===== config.mk =====
export PLATFORM = sky130hd
export DESIGN_NAME = instr_sequencer
export DESIGN_NICKNAME = d
export VERILOG_FILES = /design/src/rtl/arm_seq_pkg.sv /design/src/rtl/seq_mem.sv /design/src/rtl/instr_sequencer.sv
export SDC_FILE = /design/constraint.sdc
export NUM_CORES = 1
export LEC_CHECK = 0
export CORE_UTILIZATION = 35
export DETAILED_ROUTE_END_ITERATION = 7
export GPL_TIMING_DRIVEN = 0
export PLACE_DENSITY = 0.57
export SYNTH_ARGS = -nofsm -noshare
export SYNTH_HDL_FRONTEND = slang
export SYNTH_SLANG_ARGS = --single-unit

===== constraint.sdc =====
create_clock -name clk -period 4.1 [get_ports clk]
set_input_delay 0.615 -clock clk [delete_from_list [all_inputs] [get_ports clk]]
set_output_delay 0.615 -clock clk [all_outputs]
set_load 0.1 [all_outputs]

===== src/rtl/arm_seq_pkg.sv =====
// Shared types and defaults for the instruction sequencer.
// Holds the state enum, the NOP word and the default parameter values.
package arm_seq_pkg;

  localparam int DEPTH_DEF = 16;
  localparam int WIDTH_DEF = 32;
  localparam int GAP_W_DEF = 3;

  localparam logic [WIDTH_DEF-1:0] NOP = '0;

  typedef enum logic [1:0] {
    IDLE,
    ISSUE,
    GAP,
    DONE
  } seq_state_e;

endpackage


===== src/rtl/seq_mem.sv =====
// Program store: DEPTH x WIDTH, one synchronous write port, one async read.
// Ports: clk, we/waddr/wdata (write), raddr/rdata (combinational read).
module seq_mem
  import arm_seq_pkg::*;
#(
  parameter int DEPTH = DEPTH_DEF,
  parameter int WIDTH = WIDTH_DEF
) (
  input  logic                     clk,
  input  logic                     we,
  input  logic [$clog2(DEPTH)-1:0] waddr,
  input  logic [WIDTH-1:0]         wdata,
  input  logic [$clog2(DEPTH)-1:0] raddr,
  output logic [WIDTH-1:0]         rdata
);

  logic [WIDTH-1:0] mem [DEPTH];

  // No reset: program contents survive reset.
  always_ff @(posedge clk) begin
    if (we) mem[waddr] <= wdata;
  end

  assign rdata = mem[raddr];

endmodule


===== src/rtl/instr_sequencer.sv =====
// Plays a stored program onto Instruction, with NOP gaps, stall and stop.
// Ports: clk, reset (async, low), wr_* program port, count/nop_gap/start/
// stop/loop/stall controls; Instruction, instr_valid, issue_idx, busy,
// done outputs. Loop support is built in only with INSTR_SEQ_LOOP_EN.
module instr_sequencer
  import arm_seq_pkg::*;
#(
  parameter int DEPTH = DEPTH_DEF,
  parameter int WIDTH = WIDTH_DEF,
  parameter int GAP_W = GAP_W_DEF
) (
  input  logic                     clk,
  input  logic                     reset,
  input  logic                     wr_en,
  input  logic [$clog2(DEPTH)-1:0] wr_addr,
  input  logic [WIDTH-1:0]         wr_data,
  input  logic [$clog2(DEPTH):0]   count,
  input  logic [GAP_W-1:0]         nop_gap,
  input  logic                     start,
  input  logic                     stop,
  input  logic                     loop,
  input  logic                     stall,
  output logic [WIDTH-1:0]         Instruction,
  output logic                     instr_valid,
  output logic [$clog2(DEPTH)-1:0] issue_idx,
  output logic                     busy,
  output logic                     done
);

  localparam int AW = $clog2(DEPTH);
  localparam int CW = AW + 1;
  localparam logic [CW-1:0] DEPTH_C = CW'(DEPTH);

  seq_state_e       state, nstate;
  logic [AW-1:0]    idx, nidx, step;
  logic [GAP_W-1:0] gcnt, ngcnt;
  logic [GAP_W-1:0] gap_q, ngap;
  logic [CW-1:0]    cnt_q, ncnt, cnt_in;
  logic             loop_q, nloop, loop_in;
  logic             last, upd;
  logic [WIDTH-1:0] rdata;

`ifdef INSTR_SEQ_LOOP_EN
  assign loop_in = loop;
`else
  logic unused_loop;
  assign unused_loop = loop;
  assign loop_in = 1'b0;
`endif

  seq_mem #(
    .DEPTH(DEPTH),
    .WIDTH(WIDTH)
  ) u_mem (
    .clk  (clk),
    .we   (wr_en && (state == IDLE)),
    .waddr(wr_addr),
    .wdata(wr_data),
    .raddr(nidx),
    .rdata(rdata)
  );

  assign cnt_in = (count > DEPTH_C) ? DEPTH_C : count;
  assign last   = ({1'b0, idx} == (cnt_q - CW'(1)));
  // Wrap to slot 0 after the last slot (only reachable when looping).
  assign step   = last ? '0 : idx + 1'b1;
  assign upd    = stop || !stall;

  always_comb begin
    nstate = state;
    nidx   = idx;
    ngcnt  = gcnt;
    ncnt   = cnt_q;
    ngap   = gap_q;
    nloop  = loop_q;
    if (stop) begin
      nstate = IDLE;
      nidx   = '0;
      ngcnt  = '0;
    end else if (!stall) begin
      unique case (state)
        IDLE: begin
          if (start) begin
            ncnt   = cnt_in;
            ngap   = nop_gap;
            nloop  = loop_in;
            nidx   = '0;
            ngcnt  = '0;
            nstate = (cnt_in == '0) ? DONE : ISSUE;
          end
        end
        ISSUE: begin
          if (last && !loop_q) begin
            nstate = DONE;
          end else if (gap_q != '0) begin
            nstate = GAP;
            ngcnt  = gap_q;
          end else begin
            nidx = step;
          end
        end
        GAP: begin
          if (gcnt == GAP_W'(1)) begin
            nstate = ISSUE;
            nidx   = step;
            ngcnt  = '0;
          end else begin
            ngcnt = gcnt - 1'b1;
          end
        end
        DONE: nstate = IDLE;
        default: nstate = IDLE;
      endcase
    end
  end

  always_ff @(posedge clk or negedge reset) begin
    if (!reset) begin
      state       <= IDLE;
      idx         <= '0;
      gcnt        <= '0;
      cnt_q       <= '0;
      gap_q       <= '0;
      loop_q      <= 1'b0;
      Instruction <= '0;
      instr_valid <= 1'b0;
      busy        <= 1'b0;
      done        <= 1'b0;
    end else if (upd) begin
      state       <= nstate;
      idx         <= nidx;
      gcnt        <= ngcnt;
      cnt_q       <= ncnt;
      gap_q       <= ngap;
      loop_q      <= nloop;
      Instruction <= (nstate == ISSUE) ? rdata : WIDTH'(NOP);
      instr_valid <= (nstate == ISSUE);
      busy        <= (nstate == ISSUE) || (nstate == GAP);
      done        <= (nstate == DONE);
    end
  end

  assign issue_idx = idx;

endmodule


==> impl_metrics.toml, run 1 <==
[run_status]
status = "finished clean"

[drt]
ant_nets = 0
drt_iter0_drc = 1199
drt-pass1-iter-count = 5
wl_um = 60200
drcViolationCount = 0
vias_per_cell = 5.30
route.vias.total = 13600
post_drt_wl_per_cell_um = 23.4

[cts]
cts_root_buf = "clkbuf_16"
cts.sinks = 564
h-tree-depth = 2
cts_buffers = 59
clk_pin_slew_ns = 0.06
cts_tree = "built"
clk_latency_ns = 0.64
cts_max_path_buffers = 3

[synthesis]
synthAdderAreaFrac_pct = 0.558
ys_warn_count = 0
synth_top_family_by_area = "simple AND/OR/NAND/NOR gates"
ys_ff_latch = 564
synth-xor-area-share_pct = 0.234
syn_inst = 1496
synth.avg_cell_area_um2 = 15.0
synthMuxAreaShare_pct = 4.72
synth_top_area_share_pct = 68.6
yosysTopAreaCell = "edfxtp_1"
synthesis.nets = 1557
synth_compound_area_share_pct = 8.32
synth_edf_count = 512
synth.area.top_cells = "edfxtp_1 (69%), dfrtp_1 (5.8%), nand2_1 (4.6%)"
synthFlopType = "edfxtp_1"
yosysSeqAreaShare_pct = 74.4
yosysUniqueCellTypes = 62
async_flop_share_pct = 9.22
yosys.area_share.simple_pct = 9.09
netlist_area_mm2 = 0.0224

[place]
port_buffers = 88
post-place-ws_ns = -0.454
hpwl_um = 40000
dpl.cell_count = 2457
gp_congestion = 0.820

[min_path]
hold_path.class = "primary input to async pin"

[setup_path]
crit_path_start_kind = "flip-flop"
crit_path_max_fanout = 10
arrival_ns = 4.37
endpoint_kind = "flip-flop"
worstSetupPathType = "flip-flop to flip-flop"
crit_required_ns = 4.59

[finish]
final_common_cell = "edfxtp_1"
drive_gt1_share_pct = 13.2
final_cell_mix = "edfxtp_1 (512), nand2_1 (273), nand3_1 (99), mux2i_1 (99), clkdlybuf4s50_1 (87)"
fill_cells = 5656
fin_cells = 2569
fin_nets = 1733
diodes = 0
areaGrowthSynthToFinish_pct = 20.3

[pwr]
power.internal_w = 0.00983
leakage_nw = 8.95
pwr-share-comb_pct = 6.1
power_density_mw_per_mm2 = 471
switching_share_pct = 22.6
p_clk_share_pct = 43.1
switching_power_w = 0.00287
worst_ir_drop_vdd_mv = 0.333
p_seq_share_pct = 50.8

[sta]
drv_slew = 0
maxSlewHeadroom_pct = 31.1
worst_clock_skew_ns = 0.0263
worstMarginPinSlew_ns = 1.03
min_period_ns = 3.88
finalWorstSetupSlack_ns = 0.224
max_freq_mhz = 258
finalHoldViolations = 0
finalSetupViolCount = 0
timing.final.crit_share_pct = 94.5
rsz0062_at_grt = "no"

[grt]
grt_antenna_before_repair = 1
grt_first_pass_wirelength_um = 89200
grt_max_degree = 53
grt_pass1_vias = 13700
grt_usage_pct = 18.8
overflow = 0

[floorplanning]
chipWidth_um = 255
dieArea_mm2 = 0.0651
io_pins = 90
core_mm2 = 0.0632
rows = 92
start_util_pct = 35.5
die_h_um = 255

[flow_run]
drv_cap = 0
## through the flow
stage / setup TNS (ns) / area (µm²) / hold WS [ns] / util [%] / total power (W)
2_1_floorplan: 0 / 22400 / 0.319 / - / 0.00700
3_3_place_gp: -600.19 / 24400 / 0.473 / 38.5 / 0.00730
3_5_place_dp: -9.11 / 24900 / 0.485 / 39.4 / 0.00734
4_1_cts: 0 / 26900 / 0.127 / 42.6 / 0.0128
5_1_grt: 0 / 27000 / 0.167 / 42.7 / 0.0131
6_report: 0 / 27000 / 0.130 / 42.7 / 0.0127
## worst max-delay path, stage by stage, from the launching register on
cell	delay, ns
dfrtp_1	0.43
inv_1	0.09
ha_1	0.20
and4bb_1	0.25
a22oi_2	0.12
a211oi_4	0.40
nor3_1	0.09
nor4_1	0.25
a221oi_2	0.09
nor2_1	0.16
inv_1	0.06
ha_1	0.24
nor2b_1	0.18
a32oi_4	0.47
clkbuf_4	0.37
a221oi_1	0.09
o311ai_1	0.12
nand3_1	0.14
## cells by family after synthesis
logic type,Yosys count
AND/OR/NAND/NOR,475
AO/OA/AOI/OAI,232
buffers and inverters,104
multiplexers,105
adder cells (fa/ha/maj),10
flip-flops,564
XOR/XNOR,6
## power by group through the flow
stage | Combinational, W | Clock (W) | Sequential, W
after floorplan | 0.000226 | 0 | 0.00677
after global placement | 0.000727 | 0 | 0.00657
after detailed placement | 0.000767 | 0 | 0.00657
after CTS | 0.000771 | 0.00554 | 0.00645
after global routing | 0.000823 | 0.00577 | 0.00646
final | 0.000775 | 0.00547 | 0.00645
## cells in the mapped netlist (2+ instances only)
library cell and instances:
nand4_1 5, xnor2_1 3, ha_1 10, nand2b_1 10
a221oi_2 4, buf_1 2, nor2b_1 2, mux2i_1 99
buf_8 6, nor2_1 58, nor4_1 3, nand3b_1 2
buf_2 38, a31oi_1 2, nor3_1 6, nor3b_1 2
edfxtp_1 512, buf_4 10, inv_1 9, a221oi_1 30
o311ai_1 30, clkbuf_1 30, xor2_1 3, and3_1 2
o21ai_0 13, a22oi_1 31, buf_6 7, a21o_1 3
nand2_1 273, o2111ai_1 32, mux2_2 6, or3_1 2
nor2_2 2, a211o_1 2, dfrtp_1 52, a32oi_1 34
nand3_1 99, a21oi_1 38
## layout make-up
type | count | area [µm²] | share of cell area (%)
plain buffers | 93 | 566 | 2.10
clock buffers | 81 | 1670 | 6.20
clock inverters | 31 | 339 | 1.26
inverters | 11 | 43.8 | 0.162
multi-input cells | 828 | 5290 | 19.6
flip-flops and latches | 564 | 16700 | 61.9
well taps | 846 | 1060 | 3.93
repair buffers | 115 | 1320 | 4.89
## what timing repair did
action,4_1_cts,5_1_grt
buffers inserted,0,0
endpoints found under the setup margin,30,30
gates resized for setup,3,10
gates cloned,0,0
pin swaps,0,1
hold buffers,0,0
## metal layers
layer	vias to the layer above	share of wire (%)	routed length, µm	track usage, %
met4	2	2.3	1390	6.07
li1	6137	-	-	-
met3	94	6.4	3870	3.34
met1	6926	45	27000	26.5
met5	-	0.025	15	0
met2	468	46	27900	29.4
## path summary, 6_finish.rpt
| check | start | to | slack, ns | cells after the start |
|---|---|---|---|---|
| min | reset | gap_q[2]$_DFFE_PN0P_ | 0.13 | 1 |
| max in group asynchronous | reset | Instruction[9]$_DFFE_PN0N_ | 3.40 | 1 |
| max reg2reg | cnt_q[0]$_DFFE_PN0P_ | Instruction[5]$_DFFE_PN0N_ | 0.22 | 17 |
| min in group clk | gcnt[1]$_DFFE_PN0P_ | gcnt[1]$_DFFE_PN0P_ | 0.50 | 2 |
| max | cnt_q[0]$_DFFE_PN0P_ | Instruction[5]$_DFFE_PN0N_ | 0.22 | 17 |
| min reg2reg | gcnt[1]$_DFFE_PN0P_ | gcnt[1]$_DFFE_PN0P_ | 0.50 | 2 |
## sequential cells by signal (all words and copies together) (netlist names), 2 cells and up
| name | flops |
|---|---|
| gap_q | 3 |
| cnt_q | 5 |
| u_mem.mem | 512 |
| gcnt | 3 |
| issue_idx | 4 |
| Instruction | 32 |
| state | 2 |
Power figures use the tool's default switching activity.
==> run 2: changes to the inputs <==
MAX_ROUTING_LAYER = met4   (was default)
==> run 2 against run 1 <==
Register-to-register slack hardly changed. Flip-flop and latch count unchanged. Maximum frequency about the same. Clock-buffer cell count unchanged. Non-clock buffer count stayed put. Critical endpoint unchanged.
==> impl_metrics.toml, run 2 (synthesized netlist as in run 1, its figures left out) <==
[run_status]
status = "finished clean"

[floorplanning]
start_util_pct = 35.5
io_pins = 90
rows = 92
core_mm2 = 0.0632
die_h_um = 255
chipWidth_um = 255
dieArea_mm2 = 0.0651

[setup_path]
cp_cell_sequence = "inv_1 -> ha_1 -> and4bb_1 -> a22oi_2 -> a211oi_4 -> nor3_1 -> nor4_1 -> a221oi_2 -> nor2_1 -> inv_1 -> ha_1 -> nor2b_1 -> a32oi_4 -> clkbuf_4 -> a221oi_1 -> o311ai_1 -> nand3_1"
worstSetupPathType = "flip-flop to flip-flop"
crit_required_ns = 4.59
max_stage_delay_ns = 0.47
endpoint_kind = "flip-flop"
crit_path_start_kind = "flip-flop"
arrival_ns = 4.37
crit_path_max_fanout = 10
cpMaxStageDelayCell = "a32oi_4"

[place]
post-place-ws_ns = -0.454
hpwl_um = 40000
gp_congestion = 0.833
port_buffers = 88

[cts]
cts_max_path_buffers = 3
cts_root_buf = "clkbuf_16"
cts.sinks = 564
cts_buffers = 59
clk_pin_slew_ns = 0.06
h-tree-depth = 2
clk_latency_ns = 0.64
hold_buffers = 0
cts_tree = "built"

[drt]
drcViolationCount = 0
route.vias.total = 13600
drt-pass1-iter-count = 5
post_drt_wl_per_cell_um = 23.4
ant_nets = 0
drt_iter0_drc = 1257
vias_per_cell = 5.31
wl_um = 60200

[finish]
multi_input_area_mm2 = 0.00529
fin_nets = 1733
final_cell_mix = "edfxtp_1 (512), nand2_1 (273), nand3_1 (99), mux2i_1 (99), clkdlybuf4s50_1 (87)"
largest_reg_flops = 512
fill_cells = 5657
largestRegisters = "u_mem.mem: 512 flops, Instruction: 32 flops, cnt_q: 5 flops"
areaGrowthSynthToFinish_pct = 20.3
seqCellArea_mm2 = 0.0167
final_common_cell = "edfxtp_1"
drive_gt1_share_pct = 13.2
max_flop_register = "u_mem.mem"

[sta]
finalSetupViolCount = 0
worstMarginPinSlew_ns = 1.03
drv_slew = 0
worst_clock_skew_ns = 0.0230
finalWorstSetupSlack_ns = 0.222
timing.final.crit_share_pct = 94.6
setup-tns-final_ns = 0
finalHoldViolations = 0
max_freq_mhz = 258
maxSlewHeadroom_pct = 31.1
min_period_ns = 3.88
rsz0062_at_grt = "no"

[pwr]
power_density_mw_per_mm2 = 471
worst_ir_drop_vdd_mv = 0.331
leakage_nw = 8.95

[grt]
grt_usage_pct = 19.4
overflow = 0
grt_first_pass_wirelength_um = 89200
grt_max_degree = 53
grt_antenna_before_repair = 1
grt_pass1_vias = 13700

[min_path]
hold_path.class = "primary input to async pin"

[flow_run]
drv_cap = 0
run 2: cell types whose count changed in the layout (fill, tap and decap cells not counted), sizes merged:
cell	before	now
diode	0	1
run 2: metal layers:
metal  vias to the layer above  track usage [%]  routed length [µm]
met5                         -                -                   0
met4                         0             6.07                1340
li1                       6139                -                   -
met1                      6929             26.5               26500
met2                       483             29.5               28000
met3                        94             3.26                4370
run 2: report_power, final:
group | switching (W) | total (W) | internal, W | leakage, nW
Clock | 0.00224 | 0.00547 | 0.00323 | 0.983
Sequential | 0.0000604 | 0.00645 | 0.00639 | 5.32
Combinational | 0.000562 | 0.000774 | 0.000212 | 2.65
run 2: per-stage QoR:
step           hold WS (ns)  total power (W)  std cells  area [µm²]  utilization [%]
3_5_place_dp          0.485          0.00734       2457       24900             39.4
3_3_place_gp          0.473          0.00730       2430       24400             38.5
2_1_floorplan         0.319          0.00700       1496       22400                -
4_1_cts               0.127           0.0128       2569       26900             42.6
5_1_grt               0.167           0.0131       2570       27000             42.7
6_report              0.125           0.0127       2570       27000             42.7
run 2: what timing repair did:
| action | in CTS | in global routing |
|---|---|---|
| gates resized for setup | 3 | 10 |
| buffers inserted | 0 | 0 |
| hold endpoints to repair | 0 | 0 |
| pin swaps | 0 | 1 |
| setup endpoints to repair | 30 | 30 |
run 2: path summary, 6_finish.rpt:
| kind | depth (start not counted) | to | slack [ns] | start |
|---|---|---|---|---|
| worst max-delay path | 17 | Instruction[5]$_DFFE_PN0N_ | 0.22 | cnt_q[0]$_DFFE_PN0P_ |
| worst min-delay path | 1 | gap_q[2]$_DFFE_PN0P_ | 0.13 | reset |
| min in group clk | 2 | gcnt[1]$_DFFE_PN0P_ | 0.50 | gcnt[1]$_DFFE_PN0P_ |
| worst max register to register | 17 | Instruction[5]$_DFFE_PN0N_ | 0.22 | cnt_q[0]$_DFFE_PN0P_ |
| max in group asynchronous | 1 | Instruction[9]$_DFFE_PN0N_ | 3.41 | reset |
| worst min register to register | 2 | gcnt[1]$_DFFE_PN0P_ | 0.50 | gcnt[1]$_DFFE_PN0P_ |
run 2: cell type report:
type / instances / area share [%]
antenna: 1 / 0.00928
buffer: 93 / 2.10
clock buffer: 81 / 6.20
clock inverter: 31 / 1.26
inverter: 11 / 0.162
multi-input combinational: 828 / 19.6
sequential: 564 / 61.9
tap: 846 / 3.93
timing repair buffer: 115 / 4.89
run 2: critical path, delay by kind of cell, from the launching register on:
kind | cells | cell delay (ns)
compound gates | 6 | 1.29
fa+ha+maj | 2 | 0.44
simple gates | 6 | 1.07
flops | 1 | 0.43
buf+inv | 3 | 0.52
==> run 3: changes to the inputs <==
PLACE_DENSITY = default   (was 0.57)
==> run 3 against run 2 <==
Via count decreased by 0.32%. Clock-buffer cell count fell by 6. Core utilization is 0.30 points lower. Routed wire length is 2.6% lower. Maximum frequency down 1.5%. Clock skew fell by 0.0030 ns. Critical endpoint is now Instruction[7]$_DFFE_PN0N_. Highest routed layer unchanged.
==> impl_metrics.toml, run 3 (synthesized netlist as in run 1, its figures left out) <==
[run_status]
status = "finished clean"

[finish]
fill_cells = 5613
fin_cells = 2563
fin_nets = 1732
areaGrowthSynthToFinish_pct = 19.4
final_cell_mix = "edfxtp_1 (512), nand2_1 (273), nand3_1 (99), mux2i_1 (99), clkdlybuf4s50_1 (87)"
stdcell_area_mm2 = 0.0268
drive_gt1_share_pct = 12.6
max_flop_register = "u_mem.mem"
largest_reg_flops = 512
largestRegisters = "u_mem.mem: 512 flops, Instruction: 32 flops, cnt_q: 5 flops"
final_common_cell = "edfxtp_1"

[setup_path]
arrival_ns = 4.41
cpMaxStageDelayCell = "a32oi_4"
crit_path_start_kind = "flip-flop"
max_stage_delay_ns = 0.47
worstSetupPathType = "flip-flop to flip-flop"
cp_cell_sequence = "inv_1 -> ha_1 -> and4bb_1 -> a22oi_2 -> a211oi_4 -> nor3_1 -> nor4_1 -> a221oi_2 -> nor2_1 -> inv_1 -> ha_1 -> nor2b_1 -> a32oi_4 -> buf_2 -> a221oi_1 -> o311ai_1 -> nand3_1"
endpoint_kind = "flip-flop"
crit_path_max_fanout = 10
crit_required_ns = 4.57

[sta]
finalSetupViolCount = 0
min_period_ns = 3.94
rsz0062_at_grt = "no"
timing.final.crit_share_pct = 96.0
max_freq_mhz = 254
maxSlewHeadroom_pct = 32.1
drv_slew = 0
finalHoldViolations = 0
worst_clock_skew_ns = 0.0200
worstMarginPinSlew_ns = 1.02

[grt]
grt_pass1_vias = 13400
grt_first_pass_wirelength_um = 86700
grt_usage_pct = 18.7
overflow = 0
grt_max_degree = 53
grt_antenna_before_repair = 1

[place]
gp_congestion = 0.821
dpl.cell_count = 2458
hpwl_um = 39500
placed_area_mm2 = 0.0249
port_buffers = 88

[cts]
post_cts_buffers = 0
hold_buffers = 0
cts_root_buf = "clkbuf_16"
clk_pin_slew_ns = 0.06
cts_buffers = 57
h-tree-depth = 2
clk_latency_ns = 0.62
cts.sinks = 564
cts_max_path_buffers = 3
cts_tree = "built"

[drt]
drcViolationCount = 0
drt-pass1-iter-count = 6
ant_nets = 0
post_drt_wl_per_cell_um = 22.9
route.vias.total = 13600
wl_um = 58600
drt_iter0_drc = 1272
vias_per_cell = 5.31

[pwr]
power_density_mw_per_mm2 = 455
leakage_nw = 8.86
worst_ir_drop_vdd_mv = 0.321

[floorplanning]
start_util_pct = 35.5
chipWidth_um = 255
dieArea_mm2 = 0.0651
core_mm2 = 0.0632
die_h_um = 255
io_pins = 90
rows = 92

[min_path]
hold_path.class = "primary input to async pin"

[flow_run]
drv_cap = 0
[run 3: cell type report]
type	instances	area (µm²)	share of cell area, %
Sequential cell	564	16700	62.3
Multi-Input combinational cell	828	5290	19.7
Clock buffer	75	1600	5.96
Timing Repair Buffer	116	1360	5.08
Tap cell	846	1060	3.95
Buffer	93	561	2.09
Clock inverter	29	186	0.696
Inverter	11	43.8	0.164
Antenna cell	1	2.50	0.00935
[run 3: routing by layer]
metal  share of wire, %  GRT usage, %  up-vias
li1                   -             -     6130
met1                 43          24.8     6894
met2                 48          29.6      490
met3                7.2          3.16       87
met4                2.0          5.36        0
met5                  0             -        -
[run 3: final timing paths]
kind,slack (ns),cells past startpoint,startpoint,endpoint
min reg2reg,0.50,2,Instruction[31]$_DFFE_PN0N_,Instruction[31]$_DFFE_PN0N_
max in group asynchronous,3.40,1,reset,Instruction[3]$_DFFE_PN0N_
max reg2reg,0.16,17,cnt_q[0]$_DFFE_PN0P_,Instruction[7]$_DFFE_PN0N_
max,0.16,17,cnt_q[0]$_DFFE_PN0P_,Instruction[7]$_DFFE_PN0N_
min,0.12,1,reset,cnt_q[3]$_DFFE_PN0P_
min in group clk,0.50,2,Instruction[31]$_DFFE_PN0N_,Instruction[31]$_DFFE_PN0N_
[run 3: what timing repair did]
item                                    in CTS  in global routing
pin swaps                                    0                  0
gates resized for setup                      3                  9
endpoints found under the setup margin      31                 31
[run 3: report_power, final]
part / switching [W] / total (W) / internal [W] / leakage, nW
sequential: 0.0000603 / 0.00645 / 0.00639 / 5.32
combinational: 0.000560 / 0.000772 / 0.000213 / 2.66
clock: 0.00213 / 0.00497 / 0.00284 / 0.878
total: 0.00275 / 0.0122 / 0.00944 / 8.86
[run 3: stage by stage]
stage	hold slack, ns	utilization (%)	TNS (ns)	setup slack (ns)	total power [W]
floorplan	0.319	-	0	0.0721	0.00700
global placement	0.476	38.5	-571.65	-3.11	0.00730
detailed placement	0.479	39.5	-9.04	-0.484	0.00733
CTS	0.123	42.3	0	0.0261	0.0122
global route	0.161	42.4	0	0.0384	0.0125
finish	0.122	42.4	0	0.164	0.0122
[run 3: critical path, delay by kind of cell (launching register included)]
family                   cells  cell delay (ns)
buffers and inverters        3             0.54
AO/OA/AOI/OAI                6             1.32
adder cells (fa/ha/maj)      2             0.44
AND/OR/NAND/NOR              6             1.05
flip-flops                   1             0.43
